## src/rtl/serial_subtractor.sv

```systemverilog
// Bit-serial unsigned subtractor: computes a - b one bit per clock, LSB first,
// through a single full-subtractor cell and a registered borrow.
module serial_subtractor #(
  parameter int WIDTH = 8
) (
  input  logic             clk,
  input  logic             rst_n,
  input  logic             start_valid,
  output logic             start_ready,
  input  logic [WIDTH-1:0] a,
  input  logic [WIDTH-1:0] b,
  output logic             done_valid,
  input  logic             done_ready,
  output logic [WIDTH-1:0] diff,
  output logic             borrow_out,
  output logic             busy
);

  localparam int CW = $clog2(WIDTH) + 1;
  localparam logic [CW-1:0] CNT_LAST = CW'(WIDTH - 1);
  localparam logic [CW-1:0] CNT_ONE  = CW'(1);

  typedef enum logic [1:0] {
    IDLE  = 2'd0,
    SHIFT = 2'd1,
    DONE  = 2'd2
  } state_t;

  state_t           state_r;
  state_t           state_s;
  logic [WIDTH-1:0] opa_r;
  logic [WIDTH-1:0] opb_r;
  logic [WIDTH-1:0] res_r;
  logic             br_r;
  logic [CW-1:0]    cnt_r;

  logic             d_s;
  logic             br_next_s;
  logic             last_s;
  logic             accept_s;

  // Full-subtractor cell: returns {borrow_out, difference}.
  function automatic logic [1:0] full_sub(input logic x, input logic y, input logic bin);
    logic dbit;
    logic bout;
    dbit = x ^ y ^ bin;
    bout = (~x & y) | (~(x ^ y) & bin);
    return {bout, dbit};
  endfunction

  // Datapath combinational terms for the current bit position.
  always_comb begin
    d_s       = 1'b0;
    br_next_s = 1'b0;
    {br_next_s, d_s} = full_sub(opa_r[0], opb_r[0], br_r);
    last_s    = (cnt_r == CNT_LAST);
    accept_s  = start_valid & (state_r == IDLE);
  end

  // State register.
  always_ff @(posedge clk or negedge rst_n) begin
    if (!rst_n) begin
      state_r <= IDLE;
    end else begin
      state_r <= state_s;
    end
  end

  // Next-state logic.
  always_comb begin
    state_s = state_r;
    case (state_r)
      IDLE: begin
        if (start_valid) state_s = SHIFT;
        else             state_s = IDLE;
      end
      SHIFT: begin
        if (last_s) state_s = DONE;
        else        state_s = SHIFT;
      end
      DONE: begin
        if (done_ready) state_s = IDLE;
        else            state_s = DONE;
      end
      default: state_s = IDLE;
    endcase
  end

  // State-decoded status outputs.
  always_comb begin
    start_ready = 1'b0;
    busy        = 1'b0;
    case (state_r)
      IDLE:    begin start_ready = 1'b1; busy = 1'b0; end
      SHIFT:   begin start_ready = 1'b0; busy = 1'b1; end
      DONE:    begin start_ready = 1'b0; busy = 1'b1; end
      default: begin start_ready = 1'b0; busy = 1'b0; end
    endcase
  end

  // Operand shifters, borrow, bit counter and result registers.
  always_ff @(posedge clk or negedge rst_n) begin
    if (!rst_n) begin
      opa_r      <= {WIDTH{1'b0}};
      opb_r      <= {WIDTH{1'b0}};
      res_r      <= {WIDTH{1'b0}};
      br_r       <= 1'b0;
      cnt_r      <= {CW{1'b0}};
      diff       <= {WIDTH{1'b0}};
      borrow_out <= 1'b0;
      done_valid <= 1'b0;
    end else begin
      case (state_r)
        IDLE: begin
          if (accept_s) begin
            opa_r <= a;
            opb_r <= b;
            br_r  <= 1'b0;
            cnt_r <= {CW{1'b0}};
          end
        end
        SHIFT: begin
          res_r <= {d_s, res_r[WIDTH-1:1]};
          opa_r <= {1'b0, opa_r[WIDTH-1:1]};
          opb_r <= {1'b0, opb_r[WIDTH-1:1]};
          br_r  <= br_next_s;
          cnt_r <= cnt_r + CNT_ONE;
          // The final bit is folded in directly so diff is complete on DONE entry.
          if (last_s) begin
            diff       <= {d_s, res_r[WIDTH-1:1]};
            borrow_out <= br_next_s;
            done_valid <= 1'b1;
          end
        end
        DONE: begin
          if (done_ready) done_valid <= 1'b0;
        end
        default: begin
          done_valid <= 1'b0;
        end
      endcase
    end
  end

endmodule

```

## config.mk

```make
export PLATFORM = sky130hd
export DESIGN_NAME = serial_subtractor
export DESIGN_NICKNAME = d
export VERILOG_FILES = /design/src/rtl/serial_subtractor.sv
export SDC_FILE = /design/constraint.sdc
export NUM_CORES = 1
export LEC_CHECK = 0
export BUFFER_PORTS_ARGS = -buffer_cell sky130_fd_sc_hd__buf_4
export CORE_ASPECT_RATIO = 1.5
export CORE_MARGIN = 5
export CORE_UTILIZATION = 54
export DETAILED_ROUTE_END_ITERATION = 8
export PLACE_DENSITY = 0.82
export SLEW_MARGIN = 10
export SYNTH_ARGS = -nofsm -noshare
export SYNTH_HDL_FRONTEND = slang
export SYNTH_SLANG_ARGS = --single-unit
```

## constraint.sdc

```tcl
create_clock -name clk -period 1.9 [get_ports clk]
set_input_delay 0.38 -clock clk [delete_from_list [all_inputs] [get_ports clk]]
set_output_delay 0.38 -clock clk [all_outputs]
set_load 0.01 [all_outputs]
```

Word level (Yosys, flattened, before mapping)
Cells that the tools add are included.
Widths: inputs -> output; s select.

storage, ports and cells
  output and inout port bits = 12
  flip-flop bits (word level) = 41
  word-level logic and storage cells = 48
  input port bits = 20

operators by class
  $add $sub $neg = 1
  equality and inequality tests = 6
  bitwise operators = 9
  reductions and logical operators = 6
  mux-type cells = 17

operator list
  cell                 count
  $pmux 8 s2           2
  $mux 8               2
  $pmux 4 s2           1
  $mux 1               6
  $ne 2x2->1 const B   3
  $pmux 2 s3           1
  $add 4x1->4 const B  1
  $eq 4x3->1 const B   1
  $mux 2               2
  $mux 4               1
  $reduce_and 2->1     2
  $and 1x1->1          3
  $not 1->1            3
  $pmux 1 s3           1
  $reduce_and 3->1     1
  $eq 2x1->1 const B   1
  $eq 2x2->1 const B   1
  $logic_not 2->1      1
  $pmux 1 s2           1
  $reduce_bool 2->1    1
  $reduce_or 2->1      1
  $xor 1x1->1          2
  $or 1x1->1           1

Depth between registers and ports, before layout
Gate-level depths: netlist of the first run.

  depth in word-level cells = 5
  depth in mapped cells = 7
  gate-level depth less buffers = 5

Worst setup path after synthesis of the first run
OpenSTA, ideal clock, no wires.

  path type = reg2reg
  from = register state_r[0]
  to = register cnt_r[3]
  library setup time = 68 ps
  period minus slack after synthesis = 1540 ps
  slack = 360 ps
  data arrival time = 1472 ps
  required time = 1832 ps
  path buffers = 1
  stages on the path, launching flop included = 7
  cells stage by stage = dfrtp_1 > inv_1 > ha_1 > buf_6 > nor2b_4 > or4b_1 > nand3_1

on the way
  word-level cells in the longest chain between the ends = 4
  elaborated cells on any way between the ends = 7
  those cells by class = eq/ne: 2; mux: 1; bitwise: 1; reduce/logical: 3

RTL lines
  element                            RTL line  text
  start: declaration                 29        state_t state_r;
  start signal: assignment           65        state_r <= state_s;
  $logic_not 2->1                    57, 113
  $and 1x1->1                        57        accept_s = start_valid & (state_r == IDLE);
  $ne 2x2->1 (no source line)        -
  $reduce_and 2->1 (no source line)  -
  end signal: assignment             108       cnt_r <= {CW{1'b0}};
  end signal: assignment             119       cnt_r <= {CW{1'b0}};
  end signal: assignment             127       cnt_r <= cnt_r + CNT_ONE;
  end: declaration                   35        logic [CW-1:0] cnt_r;

Several ways; a longest one is shown, not always the timed one.
A chain may end at the register's enable or synchronous reset.

Worst setup path in the final report of the first run
  from = register state_r[0]
  to = output start_ready

on the way
  word-level cells in the longest chain between the ends = 2

RTL lines
  element           RTL line  text
  $logic_not 2->1   93        case (state_r)
  $mux 1            93
  end: declaration  9         output logic start_ready,

No other way between the ends.

==> results.cfg, run 1 <==
[power_and_ir_drop]
power-per-cell-area_nw_per_um2 = 1580
peakVddDrop_v = 0.000859
leakagePower_nw = 1.10

[global_routing]
first_global_vias = 1358
first_pass_grt_wire_length_mm = 5.80
globalRoute.totalOverflow = 0
grt_start_max_net_pins = 41
grt_antenna_before_repair = 0
global_route.usage.total = 0.166

[cts]
post-cts-setup-buffer-count = 0
cts_buffers = 5
cts.hold.buffers_added = 0
cts_num_sinks = 40
cts.path.max_buffers = 2
cts.htree.levels = 2
path_clk_slew_ps = 70
ctsRootBufferMaster = clkbuf_8
cts_tree = yes
insertion_delay_ps = 290
cts-resized-gates = 0

[timing]
maxSlewHeadroom = 0.674
worst-slew-pin-transition_ps = 488
setup_viol_count_final = 0
grt_setup_unrepaired = false
fin_ws_ps = 182
number_of_hold_violations_in_the_final_report = 0
setup_tns_ps = 0
period_needed_ps = 1720
maxClockFrequency_mhz = 582
slew_viol_final = 0
worst_clock_skew_ps = 5.08
period_share = 0.904

[yosys]
synth_flop_cell = dfrtp_1
yosysSeqAreaShare = 0.549
syn_area_per_cell_um2 = 11.8
synth.top_cell.area_share = 0.549
synth_top_family_by_area = multiplexers
post_synthesis_compound_gate_area_fraction = 0.0754
synth.cell_area_um2 = 1820
gate_count_post_synth = 154
synth-warning-count = 0
synth-xor-area-share = 0
synth_largest_area_cell = dfrtp_1
ys_types = 27
yosys.cell_count.top_type = dfrtp_1
synth.mux.area_fraction = 0.182
synth_enable_flop_cells = 0
yosys.area_share.adder = 0.0453
mappedNetlistNets = 180
synth-simple-area-share = 0.111
synthTopCellsByCount = dfrtp_1, nand2_1, o21ai_0
synth.area.top_cells = dfrtp_1, mux2_2, mux2i_1
synth-seq-cells = 40
postSynth.asyncResetShare = 1.00

[detailed_routing]
ant_nets = 0
routed-via-count = 1218
postRouteWirelength_mm = 3.28
vias_per_cell = 5.23
firstDrtPassIters = 3
post_drt_wl_per_cell_um = 14.1
first_iter_violations = 16
number_of_remaining_drc_errors = 0

[die]
die_width_um = 57.5
core-area_um2 = 3350
fp.dieArea_um2 = 4660
floorplan.initialDensity = 0.544
fp.dieH_um = 81.2
floorplan.rows = 26
floorplan.io_pins = 32

[placed_design]
pre_cts_ws_ps = 331
port_buffers = 31
place.detailed.instances = 225
dpl.hpwl_mm = 2.46
dpl-instance-area_um2 = 2120
routabilityCongestion = 0.693

[setup_path]
r2r_end = cnt_r[2]$_DFFE_PN0P_
kind_of_end_point_of_the_critical_path = output pin
timing.critical_path.slowest_stage_cell = dfrtp_1
reg2regPathDepth = 6
path_cells = inv_1, ha_1, buf_4, buf_4
setup_crit_start_kind = flop
worstPathMaxFanout = 7
timing.critical_path.arrival_ps = 1340
timing.rr.start = state_r[1]$_DFF_PN0_
reg2reg_setup_slack_ps = 310
critical_path_buf_inv_count = 3
cp_data_required_time_ps = 1520
max_incr_delay_on_cp_ps = 410
worst_path_dominant_cell_family = flip-flops
worst-setup-path-type = flop to output pin
crit_top_cell = buf_4

[layout]
final_core_utilization = 0.661
layout.cells.non_filler = 233
design.final.nets = 216
antenna_cells_inserted = 0
drive_above_1_share = 0.330
post-route-cell-area_um2 = 2210
area.growth.synth_to_final_pct = 21.3

[run_status]
outcome = completed

[hold_path]
min_path_type = input port to async pin

[job]
max_cap_viol_count = 0
[metrics by stage]
stage	total power, mW	hold WS [ps]
2_1_floorplan	2.44	84.4
3_3_place_gp	2.84	373
3_5_place_dp	2.97	379
4_1_cts	3.55	55.2
5_1_grt	3.78	76.3
6_report	3.49	52.9
[metal layers]
layer  GRT usage  vias to the layer above  part of all wire
li1            -                      598                 -
met1       0.169                      589              0.37
met2       0.295                       26              0.55
met3      0.0541                        5             0.055
met4      0.0905                        0             0.021
met5           0                        -                 0
[placed cells by master (no fill, tap or decap), drive strengths merged, types with 2 or more instances in the layout]
master	count
o21ai	20
mux2i	15
clkbuf	6
nand4b	2
dfrtp	40
nand2b	5
nor2b	3
ha	5
buf	38
clkinv	2
inv	4
nand2	23
nand3	3
mux2	15
[report_power, final]
| part | switching [mW] | total [mW] | internal [mW] |
|---|---|---|---|
| clock | 0.278 | 0.568 | 0.289 |
| combinational | 0.693 | 1.48 | 0.783 |
| sequential | 0.223 | 1.44 | 1.22 |
[state kept, by name, indices dropped and copies added, names as in the netlist, 2 cells and up]
| name | flops |
|---|---|
| res_r | 7 |
| diff | 8 |
| opb_r | 8 |
| opa_r | 8 |
| cnt_r | 4 |
| state_r | 2 |
[layout make-up]
class | count | area [um^2]
Timing Repair Buffer | 38 | 298
Tap cell | 42 | 52.6
Clock inverter | 2 | 10.0
Multi-Input combinational cell | 101 | 754
Inverter | 4 | 15.0
Clock buffer | 6 | 82.6
Fill cell | 272 | 1140
Sequential cell | 40 | 1000
[cells by family (layout without fill, tap and decap cells)]
kind of cell               Yosys count  in the layout
and+or+nand+nor                     40             40
AOI/OAI and AO/OA                   25             25
buffers and inverters               13             50
adders and majority gates            6              6
DFF                                 40             40
muxes                               30             30
[worst max-delay path by stage]
stage                               startpoint                   end  slack (ps)  depth (start not counted)
after floorplan           state_r[0]$_DFF_PN0_  cnt_r[3]$_DFFE_PN0P_         360                          6
after global placement    state_r[1]$_DFF_PN0_  cnt_r[2]$_DFFE_PN0P_         390                          6
after detailed placement  state_r[1]$_DFF_PN0_  cnt_r[2]$_DFFE_PN0P_         330                          6
after CTS                 state_r[0]$_DFF_PN0_           start_ready         150                          4
after global routing      state_r[0]$_DFF_PN0_           start_ready         100                          4
final                     state_r[0]$_DFF_PN0_           start_ready         180                          4
(Power assumes the default switching activity.)
==> inputs of run 2 (changes only) <==
REMOVE_ABC_BUFFERS = 1   (was unset)
==> run 2 against run 1 <==
Global-route usage fell by 1.2 points. Register-to-register slack got worse by 50 ps. Via count shrank 0.41%.
==> results.cfg, run 2 (synthesis results as in run 1) <==
[die]
floorplan.rows = 26
fp.dieH_um = 81.2
floorplan.io_pins = 32
core-area_um2 = 3350
die_width_um = 57.5
fp.dieArea_um2 = 4660
floorplan.initialDensity = 0.544

[timing]
slew_viol_final = 0
maxClockFrequency_mhz = 582
setup_viol_count_final = 0
number_of_hold_violations_in_the_final_report = 0
maxSlewHeadroom = 0.672
worst_clock_skew_ps = 3.88
period_share = 0.904
worst-slew-pin-transition_ps = 491
period_needed_ps = 1720
hold_slack_ps = 48.3
grt_setup_unrepaired = false

[cts]
cts_buffers = 5
cts_num_sinks = 40
cts_tree = yes
cts.htree.levels = 2
cts.path.max_buffers = 2
insertion_delay_ps = 290
ctsRootBufferMaster = clkbuf_8
cts.hold.buffers_added = 0
path_clk_slew_ps = 70
cts-resized-gates = 0
post-cts-setup-buffer-count = 0

[setup_path]
timing.critical_path.arrival_ps = 1340
worst-setup-path-type = flop to output pin
critical_path_buf_inv_count = 3
crit_top_cell = buf_4
kind_of_end_point_of_the_critical_path = output pin
critPathLaunch = state_r[1]$_DFF_PN0_
cp_data_required_time_ps = 1520
setup_crit_start_kind = flop
max_incr_delay_on_cp_ps = 410
worst_path_dominant_cell_family = flip-flops
timing.critical_path.slowest_stage_cell = dfrtp_1
worstPathMaxFanout = 7
path_cells = inv_1, ha_1, buf_4, buf_4
timing.rr.start = state_r[1]$_DFF_PN0_

[detailed_routing]
number_of_remaining_drc_errors = 0
ant_nets = 0
routed-via-count = 1213
post_drt_wl_per_cell_um = 13.4
vias_per_cell = 5.25
first_iter_violations = 19
firstDrtPassIters = 4
postRouteWirelength_mm = 3.09

[power_and_ir_drop]
share_comb_of_total_power = 0.424
power-per-cell-area_nw_per_um2 = 1550
power.switching_mw = 1.15
power.share.clock = 0.151
power_report.internal_total_mw = 2.24
design_power_total_mw = 3.39
leakagePower_nw = 1.09
seq_power_share = 0.425
peakVddDrop_v = 0.00111
power.switching_fraction = 0.339

[layout]
area.growth.synth_to_final_pct = 20.1
biggestRegsByFlops = diff x8, opa_r x8, opb_r x8
num-fill-cells = 275
layout.cells.most_common = dfrtp_1
layout_common_cells = dfrtp_1, buf_4, nand2_1
design.final.nets = 215
antenna_cells_inserted = 0
drive_above_1_share = 0.317

[placed_design]
port_buffers = 31
dpl.hpwl_mm = 2.27
routabilityCongestion = 0.701

[global_routing]
grt_start_max_net_pins = 41
first_pass_grt_wire_length_mm = 5.46
grt_antenna_before_repair = 0
globalRoute.totalOverflow = 0
first_global_vias = 1297
global_route.usage.total = 0.154

[run_status]
outcome = completed

[job]
max_cap_viol_count = 0

[hold_path]
min_path_type = input port to async pin
==> run 2: cell count changes in the layout (fill, tap and decap cells not counted), sizes merged <==
cell    previous run  this run
clkinv             2         1
buf               38        37
==> run 2: worst paths after layout <==
| kind | end | slack, ps | cells after the start |
|---|---|---|---|
| max | start_ready | 180 | 4 |
| max reg2reg | cnt_r[2]$_DFFE_PN0P_ | 260 | 6 |
| min in group clk | state_r[1]$_DFF_PN0_ | 360 | 3 |
| min reg2reg | opb_r[7]$_DFFE_PN0P_ | 480 | 2 |
| min | res_r[7]$_DFFE_PN0P_ | 50 | 1 |
| max in group asynchronous | opb_r[6]$_DFFE_PN0P_ | 1500 | 1 |
==> run 2: metal layers <==
metal,GRT usage,vias to the layer above,part of all wire
li1,-,597,-
met4,0.0812,0,0.028
met1,0.152,582,0.37
met3,0.0461,7,0.042
met2,0.284,27,0.56
met5,0,-,0
==> run 2: power groups by stage <==
stage	registers [mW]	clock network [mW]	logic [mW]
floorplan	1.44	0	0.925
global placement	1.43	0	1.40
detailed placement	1.46	0	1.45
CTS	1.45	0.534	1.47
global route	1.49	0.583	1.61
finish	1.44	0.510	1.44
==> run 2: cell type report <==
type | count | area [um^2] | share of cell area
Sequential cell | 40 | 1000 | 0.457
Multi-Input combinational cell | 101 | 754 | 0.344
Timing Repair Buffer | 37 | 290 | 0.132
Clock buffer | 6 | 72.6 | 0.0331
Tap cell | 42 | 52.6 | 0.0240
Inverter | 4 | 15.0 | 0.00685
Clock inverter | 1 | 5.00 | 0.00228
==> run 2: worst register-to-register path, stage by stage (launching register included) <==
cell     delay (ps)
dfrtp_1         410
inv_1            90
ha_1            350
buf_4           220
mux2i_4          80
buf_12          170
a22o_1          230
==> run 2: metrics by stage <==
stage	cell area [um^2]	utilization	cells	TNS (ps)	setup slack, ps
after floorplan	1770	-	145	-10670	-537
after global placement	2110	0.631	224	0	302
after detailed placement	2110	0.631	224	0	241
after CTS	2190	0.654	231	0	159
after global routing	2190	0.654	231	0	91.3
final	2190	0.654	231	0	182
